`src/rtl/edge_detection_pkg.sv`:
```
// Shared types and constants for the edge-detection datapath.
// Used by the frame controller, the line buffers and the convolution stage.
package edge_detection_pkg;

    localparam int unsigned NUM_LINE_BUFS    = 3;
    localparam int unsigned DEFAULT_MAX_COLS = 1024;
    localparam int unsigned DEFAULT_MAX_ROWS = 768;

    typedef enum logic [2:0] {
        ST_IDLE,
        ST_VSYNC,
        ST_VBLANK,
        ST_ACTIVE,
        ST_HBLANK
    } state_t;

    // Next line buffer in the 0 -> 1 -> 2 -> 0 rotation
    function automatic logic [1:0] next_lb_sel(input logic [1:0] sel);
        return (32'(sel) >= NUM_LINE_BUFS - 1) ? 2'd0 : sel + 2'd1;
    endfunction

endpackage

```
`src/rtl/edge_detection_frame_ctrl.sv`:
```
// Frame/line sequencer: tracks video timing, generates pixel coordinates,
// drives the rotating line-buffer write port and flags complete 3x3 windows.
// Optional per-frame line-length check: define EDGE_DETECTION_LINE_CHECK_EN.
module edge_detection_frame_ctrl
    import edge_detection_pkg::*;
#(
    parameter int unsigned MAX_COLS = DEFAULT_MAX_COLS,
    parameter int unsigned MAX_ROWS = DEFAULT_MAX_ROWS,
    parameter int unsigned COL_W    = $clog2(MAX_COLS),
    parameter int unsigned ROW_W    = $clog2(MAX_ROWS)
) (
    input  logic             I_CORE_CLK,
    input  logic             I_RST,
    input  logic             I_PIX_STB,
    input  logic             I_VSYNC,
    input  logic             I_HSYNC,
    input  logic             I_DE,
    output logic             O_LB_WR_EN,
    output logic [COL_W-1:0] O_LB_WR_ADDR,
    output logic [1:0]       O_LB_SEL,
    output logic [ROW_W-1:0] O_ROW,
    output logic             O_WIN_VALID,
    output logic             O_FRAME_START,
    output logic             O_LINE_END,
    output logic             O_ERR
);

    // Column count is one bit wider so a full line (MAX_COLS pixels) is representable
    localparam int unsigned      CNT_W     = COL_W + 1;
    localparam logic [CNT_W-1:0] COL_LIMIT = CNT_W'(MAX_COLS);
    localparam logic [ROW_W-1:0] ROW_LAST  = ROW_W'(MAX_ROWS - 1);

    state_t           state;
    logic [CNT_W-1:0] col_cnt;
    logic             pix_write_c;
    logic             win_ok_c;
    logic             unused_hsync;

`ifdef EDGE_DETECTION_LINE_CHECK_EN
    logic [CNT_W-1:0] frame_width;
    logic [CNT_W-1:0] line_len;
    logic             first_done;
`endif

    // Sync polarity is carried for observability only; timing uses VSYNC/DE
    assign unused_hsync = I_HSYNC;

    // Pixel accepted this strobe: DE inside a frame and not overridden by VSYNC
    assign pix_write_c = I_PIX_STB && !I_VSYNC && I_DE &&
                         ((state == ST_VBLANK) || (state == ST_HBLANK) || (state == ST_ACTIVE));

    // Two earlier rows and two earlier columns exist, so the 3x3 window is full
    assign win_ok_c = (O_ROW >= ROW_W'(2)) && (col_cnt >= CNT_W'(2));

    // Timing FSM, coordinate counters, buffer rotation and error tracking
    always_ff @(posedge I_CORE_CLK) begin
        if (I_RST) begin
            state         <= ST_IDLE;
            col_cnt       <= '0;
            O_LB_WR_EN    <= 1'b0;
            O_LB_WR_ADDR  <= '0;
            O_LB_SEL      <= '0;
            O_ROW         <= '0;
            O_WIN_VALID   <= 1'b0;
            O_FRAME_START <= 1'b0;
            O_LINE_END    <= 1'b0;
            O_ERR         <= 1'b0;
`ifdef EDGE_DETECTION_LINE_CHECK_EN
            frame_width   <= '0;
            line_len      <= '0;
            first_done    <= 1'b0;
`endif
        end else begin
            O_LB_WR_EN    <= 1'b0;
            O_WIN_VALID   <= 1'b0;
            O_FRAME_START <= 1'b0;
            O_LINE_END    <= 1'b0;

            if (I_PIX_STB) begin
                if (I_VSYNC) begin
                    // Any partial line is dropped without a line-end
                    state <= ST_VSYNC;
                end else begin
                    case (state)
                        ST_VSYNC: begin
                            state         <= ST_VBLANK;
                            O_FRAME_START <= 1'b1;
                            O_ROW         <= '0;
                            O_LB_SEL      <= '0;
                            O_ERR         <= 1'b0;
                            col_cnt       <= '0;
`ifdef EDGE_DETECTION_LINE_CHECK_EN
                            first_done    <= 1'b0;
`endif
                        end
                        ST_VBLANK, ST_HBLANK: begin
                            if (I_DE) begin
                                state <= ST_ACTIVE;
                            end
                        end
                        ST_ACTIVE: begin
                            if (!I_DE) begin
                                state      <= ST_HBLANK;
                                O_LINE_END <= 1'b1;
                                if (O_ROW == ROW_LAST) begin
                                    O_ERR <= 1'b1;
                                end else begin
                                    O_ROW <= O_ROW + ROW_W'(1);
                                end
                                O_LB_SEL <= next_lb_sel(O_LB_SEL);
                                col_cnt  <= '0;
`ifdef EDGE_DETECTION_LINE_CHECK_EN
                                line_len <= col_cnt;
`endif
                            end
                        end
                        default: ;
                    endcase
                end
            end

            // Line-buffer write; pixels beyond the last column are dropped
            if (pix_write_c) begin
                if (col_cnt < COL_LIMIT) begin
                    O_LB_WR_EN   <= 1'b1;
                    O_LB_WR_ADDR <= COL_W'(col_cnt);
                    O_WIN_VALID  <= win_ok_c;
                    col_cnt      <= col_cnt + CNT_W'(1);
                end else begin
                    O_ERR <= 1'b1;
                end
            end

`ifdef EDGE_DETECTION_LINE_CHECK_EN
            // First line sets the frame width; later lines must match it
            if (O_LINE_END) begin
                if (!first_done) begin
                    frame_width <= line_len;
                    first_done  <= 1'b1;
                end else if (line_len != frame_width) begin
                    O_ERR <= 1'b1;
                end
            end
`endif
        end
    end

endmodule

```
`config.mk`:
```
export PLATFORM = sky130hd
export DESIGN_NAME = edge_detection_frame_ctrl
export DESIGN_NICKNAME = d
export VERILOG_FILES = /design/src/rtl/edge_detection_pkg.sv /design/src/rtl/edge_detection_frame_ctrl.sv
export SDC_FILE = /design/constraint.sdc
export NUM_CORES = 1
export LEC_CHECK = 0
export BUFFER_PORTS_ARGS = -buffer_cell sky130_fd_sc_hd__buf_2
export CAP_MARGIN = 5
export CORE_MARGIN = 4
export CORE_UTILIZATION = 33
export CTS_CLUSTER_SIZE = 20
export DETAILED_ROUTE_END_ITERATION = 12
export SLEW_MARGIN = 0
export SYNTH_ARGS = -nofsm -noshare
export SYNTH_HDL_FRONTEND = slang
export SYNTH_SLANG_ARGS = --single-unit
```
`constraint.sdc`:
```
create_clock -name I_CORE_CLK -period 4.4 [get_ports I_CORE_CLK]
set_input_delay 1.32 -clock I_CORE_CLK [delete_from_list [all_inputs] [get_ports I_CORE_CLK]]
set_output_delay 1.32 -clock I_CORE_CLK [all_outputs]
set_load 0.03 [all_outputs]
```
Word level (Yosys, flattened, before mapping). Index checks and enable logic that the tools add are counted. Widths: inputs -> output; s select.

Memories kept: 0. Latch bits: 0. Word-level logic and storage cells: 75. Input port bits: 6. Bits in writable memories: 0. ROM bits: 0. Flip-flop bits (word level): 41. Output and inout port bits: 27.

$add $sub $neg: 3. Equal/unequal tests: 9. Reduce and logical (&&, ||, !) cells: 18. $mul: 0. Shifts and indexed selects: 0. Bitwise operators: 5. Divide/modulo/power cells: 0. Muxes and demuxes: 26. Order comparisons: 4.

Operators by type and width (count): $mux 11 (5); $pmux 11 s2 (1); $mux 10 (2); $pmux 10 s2 (1); $add 11x1->11 const B (1); $ge 11x2->1 const B (1); $lt 11x11->1 const B (1); $add 10x1->10 const B (1); $eq 10x10->1 const B (1); $ge 10x2->1 const B (1); $mux 1 (9); $mux 3 (3); $pmux 3 s3 (1); $reduce_and 4->1 (2); $eq 3x2->1 const B (2); $ne 3x3->1 const B (2); $reduce_or 3->1 (2); $not 1->1 (5); $reduce_and 5->1 (1); $logic_and 1x1->1 (4); $mux 2 (2); $ne 2x2->1 const B (2); $pmux 2 s2 (1); $reduce_bool 4->1 (1); other kinds (11) (13).

Logic depth before layout (Yosys ltp).
Depth after elaboration: 8. Gate-level depth with buffers: 7. Gate-level depth less buffers: 5.

Worst setup path after synthesis. OpenSTA, ideal clock, no wires.

Path kind: input port to flip-flop. From: in I_VSYNC. To: reg col_cnt[3]. Required time: 4.329 ns. Slack: 1.911 ns. Library setup time: 0.071 ns. Path buffers: 1. Cell stages on the path: 5. Arrival time: 2.418 ns. Cells stage by stage: and4bb_2 > o21ai_2 > buf_6 > or4_1 > a21oi_1.

Word-level cells in the longest chain between the ends: 5. Elaborated cells on any way between the ends: 8. Classes of those cells: mux (4); reduce/logical (4).

RTL lines: start: declaration (line edge_detection_frame_ctrl.sv:15) `input logic I_VSYNC,`; parallel branches: the longest is 4 deep, another holds $mux 11; $mux 11 (*) (line edge_detection_frame_ctrl.sv:123) `if (pix_write_c) begin`; end signal: assignment (line edge_detection_frame_ctrl.sv:128) `col_cnt <= col_cnt + CNT_W'(1);`; end: declaration (line edge_detection_frame_ctrl.sv:34) `logic [CNT_W-1:0] col_cnt;`.

Every way passes the cells marked *. A chain may end at the register's enable or synchronous reset.

Final worst setup path.
From: in I_VSYNC. To: reg O_ROW[8].

Word-level cells in the longest chain between the ends: 2.

RTL lines: $not 1->1 (no line); $reduce_and 5->1 (no line); end signal: assignment (line edge_detection_frame_ctrl.sv:108) `O_ROW <= O_ROW + ROW_W'(1);`; end: declaration (line edge_detection_frame_ctrl.sv:21) `output logic [ROW_W-1:0] O_ROW,`.

Every way passes these cells.

==> results.yml <==
cts:
  numCtsBuffers: 5
  cts-htree-levels: 2
  cts_tree: "done"
  clock_latency_ns: 0.29
  ctsHoldBuffers: 0
  clk_pin_slew_ns: 0.08
  clkSinkCount: 41
  cts_setup_buffers: 0
  cts.repair.resized: 0
  cts_root_buffer: "clkbuf_8"
  clk_path_buf_depth: 2
sta:
  finalHoldViolations: 0
  fin_tns_setup_ns: 0
  slew_violations: 0
  period_share: 0.584
  tightest_slew_ns: 0.800
  maxSlewHeadroom: 0.467
  finClkSkew_ns: 0.00296
  max_freq_mhz: 389
  fin_crit_ns: 2.57
  rsz0062_at_grt: "false"
  setup_viol_count_final: 0
  hold_slack_ns: 0.454
final_layout:
  seq_area_um2: 821
  stdcell_area_um2: 2220
  drive_gt1_frac: 0.168
  n_fill_cell: 625
  area_growth_pct: 13.6
  fin_nets: 271
  multi_input_area_um2: 1030
  fin_cells: 334
  antenna_cells: 0
power:
  leakagePower_nw: 0.827
  power_switching_mw: 0.148
  vdd_drop_max_mv: 0.118
  internal_power_mw: 0.489
  p_seq_frac: 0.589
  netSwitchingFraction: 0.232
  power_frac_clock: 0.373
  power_frac_comb: 0.038
  powerDensity_nw_per_um2: 287
place:
  place_area_um2: 2130
  dp_cells: 326
  dp_hpwl_um: 3120
  io_buffers: 31
  gp_congestion: 0.772
synth:
  synth_top_area_share: 0.421
  synth_seq_cells: 41
  async_flop_share: 0
  synth_edf_count: 0
  ys_top_cells_by_count: "41 x dfxtp_1, 36 x nand2_1, 30 x a21oi_1"
  netlist_area_um2: 1950
  syn_inst: 235
  seq_area_frac_synth: 0.421
  yosys-top-cells-area: "dfxtp_1 42%, a21oi_1 7.7%, nand2_1 6.9%"
  synth_warnings: 0
  yosysTopAreaCell: "dfxtp_1"
  synth_nets: 245
  avgSynthCellArea_um2: 8.30
  yosysUniqueCellTypes: 46
  post-synth-top-count-cell: "dfxtp_1"
  synthFlopType: "dfxtp_1"
die:
  die_w_um: 84.9
  dieArea_um2: 7200
  start_util: 0.348
  num_io_pins: 33
  fp-row-count: 27
  fp.dieH_um: 84.9
  core_um2: 5610
critical_path:
  startpoint_type: "input pin"
  cp.arrival_ns: 2.79
  worstSetupPathType: "in -> reg"
  crit_required_ns: 4.62
  crit_path_end_kind: "flop"
  cp_max_fo: 18
global_route:
  grt_pass1_wl_um: 7970
  first_global_vias: 1682
  overflow: 0
  antenna_found_initial: 0
  grt_usage: 0.133
  grt_max_degree: 26
route:
  antenna_left: 0
  routed_wl_um: 4350
  drtIter0Drc: 166
  vias: 1722
  dr.pass1.iters: 4
  vias_per_cell: 5.16
  drc: 0
  wire_per_inst_um: 13.0
min_path:
  hold_path_class: "reg -> reg"
run:
  cap_violations: 0
status:
  outcome: "completed"
## sequential cells by signal, indices dropped and copies added (netlist names)
register / cells
O_LB_SEL: 2
O_FRAME_START: 1
O_ERR: 1
O_LB_WR_ADDR: 10
O_LINE_END: 1
col_cnt: 11
O_LB_WR_EN: 1
state: 3
O_ROW: 10
O_WIN_VALID: 1
## worst paths after layout
check                                      end  slack (ns)  cells after the start                    startpoint
hold / removal    O_LB_WR_ADDR[8]$_SDFFE_PP0P_        0.45                      2  O_LB_WR_ADDR[8]$_SDFFE_PP0P_
hold reg to reg   O_LB_WR_ADDR[8]$_SDFFE_PP0P_        0.45                      2  O_LB_WR_ADDR[8]$_SDFFE_PP0P_
setup / recovery         O_ROW[8]$_SDFFE_PP0P_        1.83                      5                       I_VSYNC
setup reg to reg         col_cnt[5]$_SDFF_PP0_        2.49                      4         state[2]$_SDFFE_PP0P_
## power groups by stage
stage	sequential [mW]	clock (mW)	combinational, mW
floorplan	0.383	0	0.0174
global placement	0.384	0	0.0245
detailed placement	0.384	0	0.0246
CTS	0.375	0.248	0.0246
global route	0.376	0.263	0.0278
finish	0.375	0.237	0.0242
## routing by layer
layer | routed length [um] | part of all wire | global-route usage
met3 | 225 | 0.052 | 0.0350
met4 | 78 | 0.018 | 0.0547
met2 | 1820 | 0.42 | 0.199
met5 | 0 | 0 | 0
met1 | 2220 | 0.51 | 0.183
## per-stage QoR
stage	setup WS [ns]	power, mW	utilization
after global routing	1.72	0.666	0.395
after floorplan	1.91	0.400	-
after detailed placement	1.52	0.408	0.380
final	1.83	0.637	0.395
after CTS	1.83	0.648	0.395
after global placement	1.54	0.408	0.380
## cells in the final DEF, fill, tap and decap left out, types with 2 or more instances in the layout
cell type	instances
a21oi_1	30
buf_2	31
nand2_1	36
nor2_1	8
nor3_1	3
and4_1	3
nor2b_1	2
o31ai_1	8
nor4_1	5
dfxtp_1	41
nand3_1	11
xnor2_1	2
o211ai_1	2
nand3b_1	2
o21ai_0	13
and3_1	2
or3_1	4
inv_1	10
clkinv_2	2
or4_1	13
clkbuf_8	5
ha_1	4
o21a_1	2
## layout make-up
type	count	share of cell area
Multi-Input combinational cell	172	0.465
Tap cell	72	0.0407
Clock inverter	2	0.00452
Clock buffer	6	0.0327
Timing Repair Buffer	31	0.0700
Inverter	10	0.0169
Sequential cell	41	0.370
## worst max-delay path: stages
cell and delay, ns:
buf_2 0.14, and4bb_1 0.47, nand2_4 0.18, or4_1 0.53
a21oi_1 0.15
## kinds of logic (layout without fill, tap and decap cells)
group                      after synthesis  after routing  share of synthesized area
adders and majority gates                4              4                     0.0257
buffers and inverters                   22             49                     0.0513
DFF                                     41             41                      0.421
xor gates and xnor gates                 3              3                     0.0135
and+or+nand+nor                        101            101                      0.296
AOI/OAI and AO/OA                       63             63                      0.188
muxes                                    1              1                    0.00513
Note: power is estimated with default switching activity, not from simulation.
